===== src/rtl/ex_muldiv_unit_pkg.sv =====
// Shared definitions for the EX-stage multi-cycle unsigned multiply/divide unit:
// op and state encodings plus the ex_signals field positions used by the decoder.
package ex_muldiv_unit_pkg;

  typedef enum logic [1:0] {
    OP_MUL  = 2'b00,
    OP_MULH = 2'b01,
    OP_DIVU = 2'b10,
    OP_REMU = 2'b11
  } muldiv_op_t;

  typedef enum logic [1:0] {
    S_IDLE = 2'b00,
    S_RUN  = 2'b01,
    S_DONE = 2'b10
  } muldiv_state_t;

  // Where the decoder places the muldiv start flag and op field inside ex_signals.
  localparam int EX_MULDIV_START_BIT = 0;
  localparam int EX_MULDIV_OP_LSB    = 1;
  localparam int EX_MULDIV_OP_MSB    = 2;

  function automatic logic op_is_div(input muldiv_op_t op);
    return op[1];
  endfunction

  // MULH and REMU take the upper half of the working register.
  function automatic logic op_is_hi(input muldiv_op_t op);
    return op[0];
  endfunction

endpackage


===== src/rtl/ex_muldiv_unit_if.sv =====
// Bundle between the ID/EX register side and the muldiv unit.
// Handshake: start is a level held by ID/EX; the op is accepted on the edge where
// the unit is IDLE, start=1 and flush=0 (stall is high in that cycle); done is a one-cycle
// pulse on which result/rd_addr_out/div_by_zero are valid.
interface ex_muldiv_unit_if #(parameter int WIDTH = 16);
  import ex_muldiv_unit_pkg::*;

  logic             start;
  muldiv_op_t       op;
  logic [WIDTH-1:0] a;
  logic [WIDTH-1:0] b;
  logic [3:0]       rd_addr_in;
  logic             flush;
  logic             stall;
  logic             busy;
  logic             done;
  logic [WIDTH-1:0] result;
  logic [3:0]       rd_addr_out;
  logic             div_by_zero;
  muldiv_state_t    dbg_state;

  modport master (
    output start, op, a, b, rd_addr_in, flush,
    input  stall, busy, done, result, rd_addr_out, div_by_zero, dbg_state
  );

  modport slave (
    input  start, op, a, b, rd_addr_in, flush,
    output stall, busy, done, result, rd_addr_out, div_by_zero, dbg_state
  );
endinterface


===== src/rtl/muldiv_step.sv =====
// One combinational iteration of the shared working register: shift-add multiply
// (acc = {hi, multiplier}) or restoring divide (acc = {remainder, quotient}).
module muldiv_step #(
  parameter int WIDTH = 16
) (
  input  logic               is_div,
  input  logic [2*WIDTH-1:0] acc,
  input  logic [WIDTH-1:0]   m,
  output logic [2*WIDTH-1:0] acc_next
);
  logic [WIDTH:0]   sum;
  logic [WIDTH:0]   shifted;
  logic [WIDTH-1:0] diff;
  logic             ge;

  always_comb begin
    sum     = {1'b0, acc[2*WIDTH-1:WIDTH]} + (acc[0] ? {1'b0, m} : '0);
    shifted = {acc[2*WIDTH-1:WIDTH], acc[WIDTH-1]};
    ge      = (shifted >= {1'b0, m});
    // When ge holds the true difference is below m, so the low WIDTH bits are exact.
    diff    = shifted[WIDTH-1:0] - m;
    if (is_div) begin
      acc_next = {(ge ? diff : shifted[WIDTH-1:0]), acc[WIDTH-2:0], ge};
    end else begin
      acc_next = {sum, acc[WIDTH-1:1]};
    end
  end
endmodule


===== src/rtl/ex_muldiv_unit.sv =====
// EX-stage multi-cycle unsigned MUL/MULH/DIVU/REMU: WIDTH iterations in RUN,
// one-cycle done pulse, and a stall that freezes ID/EX and IF/ID while the op is in flight.
module ex_muldiv_unit
  import ex_muldiv_unit_pkg::*;
#(
  parameter int WIDTH = 16
) (
  input logic            clk,
  input logic            rst,
  ex_muldiv_unit_if.slave bus
);
  localparam int ITER = WIDTH;
  localparam int CW   = $clog2(WIDTH);

  muldiv_state_t      state, state_n;
  logic [CW-1:0]      cnt;
  logic [2*WIDTH-1:0] acc, acc_next;
  logic [WIDTH-1:0]   m;
  muldiv_op_t         op_q;
  logic [3:0]         rd_q;
  logic               accept, last;
  logic               busy_q, done_q, dbz_q;
  logic [WIDTH-1:0]   result_q;
  logic [3:0]         rd_out_q;

  muldiv_step #(.WIDTH(WIDTH)) u_step (
    .is_div   (op_is_div(op_q)),
    .acc      (acc),
    .m        (m),
    .acc_next (acc_next)
  );

  always_comb begin
    state_n = state;
    accept  = 1'b0;
    last    = 1'b0;
    case (state)
      S_IDLE: if (bus.start && !bus.flush) begin
        accept  = 1'b1;
        state_n = S_RUN;
      end
      S_RUN: if (bus.flush) begin
        state_n = S_IDLE;
      end else if (cnt == CW'(ITER - 1)) begin
        last    = 1'b1;
        state_n = S_DONE;
      end
      // DONE always retires; start seen here belongs to the op just finished.
      S_DONE:  state_n = S_IDLE;
      default: state_n = S_IDLE;
    endcase
  end

  always_ff @(posedge clk) begin
    if (!rst) begin
      state    <= S_IDLE;
      cnt      <= '0;
      acc      <= '0;
      m        <= '0;
      op_q     <= OP_MUL;
      rd_q     <= '0;
      busy_q   <= 1'b0;
      done_q   <= 1'b0;
      dbz_q    <= 1'b0;
      result_q <= '0;
      rd_out_q <= '0;
    end else begin
      state  <= state_n;
      busy_q <= (state_n == S_RUN);
      done_q <= last;
      dbz_q  <= 1'b0;
      if (accept) begin
        op_q <= bus.op;
        rd_q <= bus.rd_addr_in;
        cnt  <= '0;
        // Multiply iterates over b with a as addend; divide shifts a against divisor b.
        m    <= op_is_div(bus.op) ? bus.b : bus.a;
        acc  <= {{WIDTH{1'b0}}, (op_is_div(bus.op) ? bus.a : bus.b)};
      end else if (state == S_RUN) begin
        acc <= acc_next;
        cnt <= cnt + 1'b1;
      end
      if (last) begin
        result_q <= op_is_hi(op_q) ? acc_next[2*WIDTH-1:WIDTH] : acc_next[WIDTH-1:0];
        rd_out_q <= rd_q;
        dbz_q    <= op_is_div(op_q) && (m == '0);
      end
    end
  end

  assign bus.stall       = accept || (state == S_RUN);
  assign bus.busy        = busy_q;
  assign bus.done        = done_q;
  assign bus.result      = result_q;
  assign bus.rd_addr_out = rd_out_q;
  assign bus.div_by_zero = dbz_q;
  assign bus.dbg_state   = state;
endmodule

===== src/flat_wrapper.sv =====
// flat-port wrapper written by rule: the top's interface ports become plain ports
module ex_muldiv_unit_flat import ex_muldiv_unit_pkg::*;
#(
  parameter int WIDTH = 16
)
  (clk, rst, bus_start, bus_op, bus_a, bus_b, bus_rd_addr_in, bus_flush, bus_stall, bus_busy, bus_done, bus_result, bus_rd_addr_out, bus_div_by_zero, bus_dbg_state);
  ex_muldiv_unit_if #(.WIDTH(WIDTH)) bus_i ();
  input logic clk;
  input logic rst;
  input wire logic [$bits(bus_i.start)-1:0] bus_start;
  input wire logic [$bits(bus_i.op)-1:0] bus_op;
  input wire logic [$bits(bus_i.a)-1:0] bus_a;
  input wire logic [$bits(bus_i.b)-1:0] bus_b;
  input wire logic [$bits(bus_i.rd_addr_in)-1:0] bus_rd_addr_in;
  input wire logic [$bits(bus_i.flush)-1:0] bus_flush;
  output wire logic [$bits(bus_i.stall)-1:0] bus_stall;
  output wire logic [$bits(bus_i.busy)-1:0] bus_busy;
  output wire logic [$bits(bus_i.done)-1:0] bus_done;
  output wire logic [$bits(bus_i.result)-1:0] bus_result;
  output wire logic [$bits(bus_i.rd_addr_out)-1:0] bus_rd_addr_out;
  output wire logic [$bits(bus_i.div_by_zero)-1:0] bus_div_by_zero;
  output wire logic [$bits(bus_i.dbg_state)-1:0] bus_dbg_state;
  assign bus_i.start = bus_start;
  assign bus_i.op = bus_op;
  assign bus_i.a = bus_a;
  assign bus_i.b = bus_b;
  assign bus_i.rd_addr_in = bus_rd_addr_in;
  assign bus_i.flush = bus_flush;
  assign bus_stall = bus_i.stall;
  assign bus_busy = bus_i.busy;
  assign bus_done = bus_i.done;
  assign bus_result = bus_i.result;
  assign bus_rd_addr_out = bus_i.rd_addr_out;
  assign bus_div_by_zero = bus_i.div_by_zero;
  assign bus_dbg_state = bus_i.dbg_state;
  ex_muldiv_unit #(.WIDTH(WIDTH)) u_core (.clk(clk), .rst(rst), .bus(bus_i));
endmodule

===== config.mk =====
export PLATFORM = sky130hd
export DESIGN_NAME = ex_muldiv_unit_flat
export DESIGN_NICKNAME = d
export VERILOG_FILES = /design/src/rtl/ex_muldiv_unit_pkg.sv /design/src/rtl/ex_muldiv_unit_if.sv /design/src/rtl/muldiv_step.sv /design/src/rtl/ex_muldiv_unit.sv /design/src/flat_wrapper.sv
export SDC_FILE = /design/constraint.sdc
export NUM_CORES = 1
export LEC_CHECK = 0
export BUFFER_PORTS_ARGS = -buffer_cell sky130_fd_sc_hd__clkbuf_2
export CAP_MARGIN = 20
export CORE_ASPECT_RATIO = 0.9
export CORE_MARGIN = 2
export CORE_UTILIZATION = 29
export DETAILED_ROUTE_END_ITERATION = 7
export GPL_TIMING_DRIVEN = 0
export REMOVE_ABC_BUFFERS = 1
export SYNTH_ARGS = -nofsm -noshare
export SYNTH_HDL_FRONTEND = slang
export SYNTH_SLANG_ARGS = --single-unit

===== constraint.sdc =====
create_clock -name clk -period 6.1 [get_ports clk]
set_input_delay 0.61 -clock clk [delete_from_list [all_inputs] [get_ports clk]]
set_output_delay 0.61 -clock clk [all_outputs]
set_load 0.02 [all_outputs]

**After elaboration in Yosys (flattened, before gate mapping)**

Cells that the tools add are included.

- ROM bits: 0
- Memories: 0
- RAM bits: 0
- Bits in registers: 83
- Input port bits: 42
- Logic and storage cells: 46
- Output and inout port bits: 26
- Latch bits: 0

- Div/mod/pow operators: 0
- Multiply operators: 0
- Add/subtract/negate cells: 3
- Mux-type cells: 17
- Equal/unequal tests: 3
- Magnitude comparators: 1
- Bitwise operators: 1
- Shifts and indexed selects: 0
- Reduce and logical (&&, ||, !) cells: 9

Operators with widths:

| cell | number |
|---|---|
| 16-bit 2-to-1 mux | 7 |
| 32-bit 2-to-1 mux | 1 |
| 16-bit by 16-bit adder with 17-bit output | 1 |
| 17-bit by 16-bit greater-or-equal comparator with 1-bit output | 1 |
| 16-bit zero test | 1 |
| 16-bit subtractor | 1 |
| 2-bit 2-to-1 mux | 3 |
| 1-bit 2-to-1 mux | 5 |
| 4-bit by 1-bit adder with 4-bit output, second input constant | 1 |
| 2-bit by 1-bit == test with 1-bit output, second input constant | 2 |
| 4-bit == test, second input constant | 1 |
| 2-bit one-hot mux with 2 select lines | 1 |
| 1-bit logical AND | 2 |
| 2-bit zero test | 1 |
| 2-bit AND reduction | 1 |
| 2-bit nonzero test | 1 |
| 2-bit OR reduction | 1 |
| 1-bit zero test | 1 |
| 1-bit logical OR | 1 |
| 1-bit inverter | 1 |

**Logic depth before layout (Yosys ltp)**

Gate-level depths: netlist (run 1).

- Depth after elaboration: 5
- Mapped depth: 12
- Gate-level depth less buffers: 12

**Cells and area by module**

From an unflattened synthesis (run 1), not the netlist that was laid out.

- Cell total of the unflattened synthesis: 687
- Area, all modules: 5,780.5 µm²

Modules (own cells, without submodules):

| module | area an instance (µm²) | times used | seq. area each (µm²) | cells each |
|---|---|---|---|---|
| ex_muldiv_unit | 3,684.8 | 1 | 1,661.6 | 408 |
| muldiv_step | 2,095.8 | 1 | 0.0 | 279 |

**Worst setup path before layout (run 1)**

OpenSTA, ideal clock, no wires.

- Path type: register to register
- Start point: register u_core.acc[0]
- End point: register u_core.result_q[15] (netlist: u_core.bus.result[15])
- Period minus slack after synthesis: 2.935 ns
- Setup slack: 3.165 ns
- Required time: 5.983 ns
- Path buffers: 1
- Stages on the path, launching flop included: 13
- Library setup time: 0.117 ns
- Data arrival time: 2.817 ns
- Cell sequence: dfxtp_1 clkbuf_1 and2_1 ha_1 fa_1 a211oi_1 nor2_1 o21ai_0 o21ai_0 o211ai_1 nor4bb_1 a41oi_1 a32o_1

- Longest elaborated chain between the ends: 4

RTL lines:

| what | RTL line | text |
|---|---|---|
| start: declaration | ex_muldiv_unit.sv:17 | `logic [2*WIDTH-1:0] acc, acc_next;` |
| start signal: assignment | ex_muldiv_unit.sv:78 | `acc <= {{WIDTH{1'b0}}, (op_is_div(bus.op) ? bus.a : bus.b)};` |
| start signal: assignment | ex_muldiv_unit.sv:80 | `acc <= acc_next;` |
| 16-bit 2-to-1 mux | muldiv_step.sv:17 | `sum = {1'b0, acc[2*WIDTH-1:WIDTH]} + (acc[0] ? {1'b0, m} : '0);` |
| 16-bit by 16-bit adder with 17-bit output | muldiv_step.sv:17 |  |
| 32-bit 2-to-1 mux | muldiv_step.sv:22 | `if (is_div) begin` |
| 16-bit 2-to-1 mux | ex_muldiv_unit.sv:84 | `result_q <= op_is_hi(op_q) ? acc_next[2*WIDTH-1:WIDTH] : acc_next[WIDTH-1:0];` |
| end signal: assignment | ex_muldiv_unit.sv:84 |  |
| end: declaration | ex_muldiv_unit.sv:23 | `logic [WIDTH-1:0] result_q;` |

Every way passes these cells.
A chain may end at the register's enable or synchronous reset.

**Final worst setup path (run 1)**

- Start point: register u_core.acc[0]
- End point: register u_core.result_q[13] (netlist: u_core.bus.result[13])

The elaborated chain is that of the path after synthesis.

==> results of run 1 <==
[layout make-up]
type                            count  area (µm²)
Clock inverter                      4       50.05
Multi-Input combinational cell    570        3902
Tap cell                          255       319.1
Inverter                           28       105.1
Fill cell                        2116       13060
Sequential cell                    83        1663
Clock buffer                       12       246.5
Timing Repair Buffer               76       455.4
[metal layers]
metal / up-vias / share of wire [%] / track usage, %
met3: 17 / 4.6 / 2.508
met4: 0 / 1.5 / 4.483
met2: 134 / 46 / 27.19
met5: - / 0 / 0
met1: 2608 / 48 / 22.66
li1: 2781 / - / -
[stage by stage]
step           cells  total power (µW)  cell area, µm²
4_1_cts         1027              1491            6714
3_5_place_dp    1011             940.6            6417
6_report        1028              1488            6741
5_1_grt         1028              1563            6741
2_1_floorplan    681             830.1            5655
3_3_place_gp    1003             936.8            6310
[worst max-delay path, cell delays in order, from the launching register on]
cell	delay, ps
dfxtp_1	520
and2_1	250
ha_1	220
fa_1	430
a211oi_1	230
nor2_1	120
o21ai_0	360
o21ai_0	260
o41ai_1	380
xor2_1	230
o2111ai_1	170
o2111a_1	210
[worst paths after layout]
path | startpoint | endpoint | slack [ps] | cells past startpoint
hold / removal | u_core.rd_q[0] | u_core.bus.rd_addr_out[0] | 450 | 2
setup / recovery | u_core.acc[0] | u_core.bus.result[13] | 2600 | 11
setup reg to reg | u_core.acc[0] | u_core.bus.result[13] | 2600 | 11
hold reg to reg | u_core.rd_q[0] | u_core.bus.rd_addr_out[0] | 450 | 2
[synth_stat cells (7+ instances only)]
library cell  instances
o21ai_0              50
xor2_1               11
ha_1                 33
nor4_1                7
and2_1               21
inv_1                26
nand2_1              55
a21o_1               15
nor2_1               63
o31ai_1               8
nor3_1               19
clkbuf_1             34
nand4_1               7
nand3_1              14
xnor2_1              11
a211oi_1             25
a31oi_1               9
a21oi_1              57
mux2i_1              53
and3_1                8
dfxtp_1              83
o21a_1               12
[sequential cells by signal (all words and copies together), names as in the netlist]
register                cells
u_core.bus.busy             1
u_core.bus.rd_addr_out      4
u_core.bus.div_by_zero      1
u_core.bus.done             1
u_core.bus.dbg_state        2
u_core.op_q                 2
u_core.acc                 32
u_core.cnt                  4
u_core.m                   16
u_core.bus.result          16
u_core.rd_q                 4
[cell families (layout without fill, tap and decap cells)]
| logic type | after synthesis | after routing |
|---|---|---|
| xor+xnor | 22 | 22 |
| buf+inv | 70 | 120 |
| flops | 83 | 83 |
| fa+ha+maj | 35 | 35 |
| mux | 60 | 60 |
| simple gates | 215 | 215 |
| compound gates | 238 | 238 |
[power breakdown]
part | switching, µW | internal (µW)
Sequential | 31.3 | 564
Combinational | 201 | 139
Clock | 225 | 328
Total | 457 | 1030
==> out/results.txt, run 1 <==
Hold Crit Class - reg2reg
# setup viols final - 0
max-slew violations - 0
Worst EP required - 6340 ps
final core utilization - 34.04%
Yosys reg bits - 83
Row Count - 49
Hold Fails Final Rpt - 0
hold_ws - 452.2 ps
Via density - 5.389
H-Tree Depth - 3
Peak VDD IR - 142.3 µV
top cells by area, synth - dfxtp_1 29%, mux2i_1 9.1%, ha_1 7.1%, a21oi_1 4.9%, o21ai_0 4.3%
final period utilization - 57.32%
initial antenna violation count - 0
worst slew pin tran - 1114 ps
DRC Markers - 0
Synth cell types - 70
CTS sink count - 83
Final Wtd Congestion - 0.9222
cts bufs inserted - 9
Die ar. - 21210 µm²
Worst Slack Setup Final - 2603 ps
number of synthesized flops with an enable pin - 0
total grt overflow - 0
input/output buffers - 67
crit path max fanout - 18
RSZ-0062 raised after global routing - false
Netlist Area Pre-Place - 5818 µm²
Root Driver - clkbuf_16
Simple-Gate Fraction of Synth Area - 17.76%
CP Class - reg2reg
Pre-Repair DR Iteration Count - 5
ANT nets after route - 0
Die Ht - 138.4 µm
Area Overhead vs Synth - 15.87%
layout cell share with drive strength beyond 1 - 15.27%
# hold bufs at CTS - 0
largest family of logic cells by synthesized area - compound AO/OA/AOI/OAI gates
initial DRC count - 339
post-CTS sizing - 0
Tmin final - 3497 ps
max_cap viols - 0
final net count - 845
CP endpoint kind - register
fmax - 0.2860 GHz
WP data arrival - 3730 ps
max_slew headroom - 25.47%
Cells after Synth - 723
Synth Area in Compound Gates - 27.31%
n_diodes - 0
Clock Latency Late Sink - 350 ps
clock-pin slew on the worst setup and hold paths - 60 ps
Mean Syn Cell Area - 8.047 µm²
multiplexer share of the synthesized area - 10.67%
Adder-Cell Fraction of Synth Area - 7.785%
post-CTS setup buffer count - 0
Detailed Place HPWL - 13.21 mm
Syn. warnings - 0
Setup Skew - 7.012 ps
most common cell after layout, fill and taps aside - dfxtp_1
post-placement worst setup slack - 2609 ps
Lkg Pwr - 0.002771 µW
routed wire length per instance - 16.89 µm
Synth area leader - dfxtp_1
XOR/XNOR Fraction of Synth Area - 3.312%
first-pass GRT wire length - 28.45 mm
ys flop type - dfxtp_1
Initial Utilization - 29.38%
pwr/cell area - 220.7 nW/µm²
number of global-route vias before repair - 5305
Async SR Flop Fraction - 0%
vias - 5540
largest net degree at the start of global routing - 49
Post-Route WL - 17.36 mm
crit path launch type - register
I/O Pins - 68
CORE AREA - 19800 µm²
total track usage - 16.55%
most frequent cells in the layout - 82 x dfxtp_1, 67 x clkbuf_2, 63 x nor2_1, 57 x a21oi_1, 55 x nand2_1
Sum Neg Setup Slack - 0 ps
CTS Buffer Depth - 2
Synth top area share - 28.56%
CTS tree - built
Seq/Total Area, Yosys - 28.56%
outcome - finished, final reports clean
Die Width - 153.3 µm
(Power assumes the default switching activity.)
==> inputs of run 2 (changes only) <==
--- a/config.mk
+++ b/config.mk
@@ -5,6 +5,7 @@
 export SDC_FILE = /design/constraint.sdc
 export NUM_CORES = 1
 export LEC_CHECK = 0
+export ABC_AREA = 1
 export BUFFER_PORTS_ARGS = -buffer_cell sky130_fd_sc_hd__clkbuf_2
 export CAP_MARGIN = 20
 export CORE_ASPECT_RATIO = 0.9
==> constraint.sdc (replaced) <==
create_clock -name clk -period 3.24 [get_ports clk]
set_input_delay 0.324 -clock clk [delete_from_list [all_inputs] [get_ports clk]]
set_output_delay 0.324 -clock clk [all_outputs]
set_load 0.02 [all_outputs]
==> out/results.txt, run 2 <==
outcome - finished, final reports clean
first-pass GRT wire length - 31.41 mm
Row Count - 50
Die Ht - 142.9 µm
Syn. warnings - 0
total track usage - 17.46%
Clock Latency Late Sink - 340 ps
CP delay by family, top - buffers and inverters
ANT nets after route - 0
H-Tree Depth - 3
Non-Filler Instances - 1309
Post-Route WL - 19.51 mm
Pre-Repair DR Iteration Count - 5
cts bufs inserted - 9
Critical path origin - u_core.bus.dbg_state[1]
CORE AREA - 20900 µm²
pwr/cell area - 420.0 nW/µm²
clock-pin slew on the worst setup and hold paths - 70 ps
crit path buf inv count - 3
setup slack, reg-to-reg - 270 ps
vias - 6520
# setup viols final - 0
ys flop type - dfxtp_1
Tmin final - 2979 ps
CP cell instances - nor2_1, nand3_2, inv_6, nor2_1, inv_2, clkbuf_2
DRC Markers - 0
delay of the slowest critical-path stage - 490 ps
CP Capture Point - bus_stall
Setup Skew - 9.952 ps
layout cell share with drive strength beyond 1 - 13.00%
Lkg Pwr - 0.003383 µW
Synth area leader - dfxtp_1
fmax - 0.3357 GHz
final net count - 1095
Cells after Synth - 982
reg2reg end - u_core.bus.result[12]
RSZ-0062 raised after global routing - false
Die ar. - 22610 µm²
Worst path most repeated cell - nor2_1
n_diodes - 0
crit path max fanout - 42
max-slew violations - 0
number of global-route vias before repair - 6003
CTS Buffer Depth - 2
count leader, synth - nand2_1
max_slew headroom - 27.65%
input/output buffers - 67
Root Driver - clkbuf_16
post-CTS setup buffer count - 0
Worst path depth - 6
CTS sink count - 83
# hold bufs at CTS - 0
CTS tree - built
CP endpoint kind - output port
Synth cell types - 44
Hold Crit Class - in2reg
max FFs per register - 32
Mean Syn Cell Area - 6.327 µm²
Netlist Area Pre-Place - 6213 µm²
Seq/Total Area, Yosys - 26.74%
Worst EP required - 2920 ps
Initial Utilization - 29.74%
top cells by area, synth - dfxtp_1 27%, nand2_1 16%, inv_1 7.6%, nand3_1 7.0%, ha_1 6.6%
Peak VDD IR - 217.0 µV
Final Wtd Congestion - 0.9168
post-placement worst setup slack - -246.9 ps
Cell Count Post-Placement - 1293
routed wire length per instance - 14.90 µm
crit path launch type - register
max_cap viols - 0
Area Overhead vs Synth - 13.09%
total grt overflow - 0
most frequent cells after synthesis - 270 x nand2_1, 125 x inv_1, 87 x nand3_1, 83 x dfxtp_1, 69 x nor2_1
Synth top area share - 26.74%
reg-to-reg startpoint - u_core.acc[0]
Die Width - 158.3 µm
Top reg by flops - u_core.acc
largest net degree at the start of global routing - 43
Async SR Flop Fraction - 0%
Detailed Place HPWL - 14.52 mm
Register-to-Register Path Depth - 14
final period utilization - 91.95%
most frequent cells in the layout - 270 x nand2_1, 125 x inv_1, 86 x nand3_1, 82 x dfxtp_1, 68 x nor2_1
Via density - 4.981
Hold Fails Final Rpt - 0
CP Class - reg2out
initial antenna violation count - 0
Worst Slack Setup Final - 260.7 ps
worst slew pin tran - 1084 ps
initial DRC count - 526
most common cell after layout, fill and taps aside - nand2_1
number of synthesized flops with an enable pin - 0
I/O Pins - 68
slowest CP cell - nand3_2
final core utilization - 33.63%
Yosys reg bits - 83
WP data arrival - 2660 ps
[run 2: cell count changes after synthesis, sizes merged, moves of 12 or more]
cell    change
a21o       -14
a211oi     -25
o21ai      +16
nand2     +225
o211ai     +16
a31oi      +12
nor2       +13
mux2i      -48
and2       -20
inv       +106
nand3b     +12
nand3      +84
[run 2: worst register-to-register path, stage by stage (launching register included)]
cell     delay, ps
dfxtp_1        850
nand2_1        100
inv_1           80
ha_1           230
nand3_1        110
nand3_1        150
inv_1           50
o21ai_0        460
nand2_1        160
nand2_1         90
nand2_1         50
nand3_1        100
nand3_1        160
nand2_1        150
a21oi_1         70
[run 2: layer usage]
layer	wire length [µm]	GRT usage (%)	up-vias
li1	-	-	3289
met1	9692	25.81	3037
met2	8497	26.41	177
met3	1128	3.733	17
met4	190	2.608	0
met5	0	0	-
[run 2: worst min-delay path by stage]
stage	cells past startpoint	slack (ps)	to	startpoint
global placement	2	450	u_core.bus.result[14]	u_core.bus.result[14]
CTS	3	240	u_core.acc[1]	bus_b[1]
global route	3	240	u_core.acc[3]	bus_a[3]
detailed placement	2	460	u_core.bus.result[14]	u_core.bus.result[14]
floorplan	2	420	u_core.acc[10]	rst
finish	3	240	u_core.acc[1]	bus_b[1]
[run 2: power by group]
part / internal [µW] / switching, µW
combinational: 277 / 553
clock: 526 / 455
sequential: 1070 / 70.9
total: 1870 / 1080
[run 2: cell families (layout without fill, tap and decap cells)]
family	count (synthesis)	count (layout)	synth area share [%]
AOI/OAI and AO/OA	181	181	16.91
xor gates and xnor gates	8	8	1.128
adders and majority gates	35	35	7.290
buffers and inverters	178	219	11.56
DFF	83	83	26.74
muxes	5	5	0.8055
and+or+nand+nor	492	492	35.56
[run 2: metrics by stage]
| step | power, µW | hold slack (ps) | area [µm²] | TNS (ps) |
|---|---|---|---|---|
| 6_report | 2951 | 235.8 | 7027 | 0 |
| 5_1_grt | 3130 | 239.3 | 7027 | 0 |
| 4_1_cts | 2960 | 236.5 | 7015 | 0 |
| 3_5_place_dp | 1976 | 458.3 | 6731 | -2736 |
| 3_3_place_gp | 1966 | 453.3 | 6695 | -27010 |
| 2_1_floorplan | 1727 | 421.6 | 6002 | 0 |
[run 2: final cells by class]
type	count	area, µm²
Inverter	135	515.5
Clock buffer	10	229.0
Timing Repair Buffer	68	362.8
Sequential cell	83	1663
Fill cell	2374	13870
Multi-Input combinational cell	721	3851
Tap cell	286	357.8
Clock inverter	6	47.55
[run 2: timing repair]
action	in CTS	in global routing
pin swaps	0	0
setup endpoints to repair	1	22
gates resized for setup	2	3
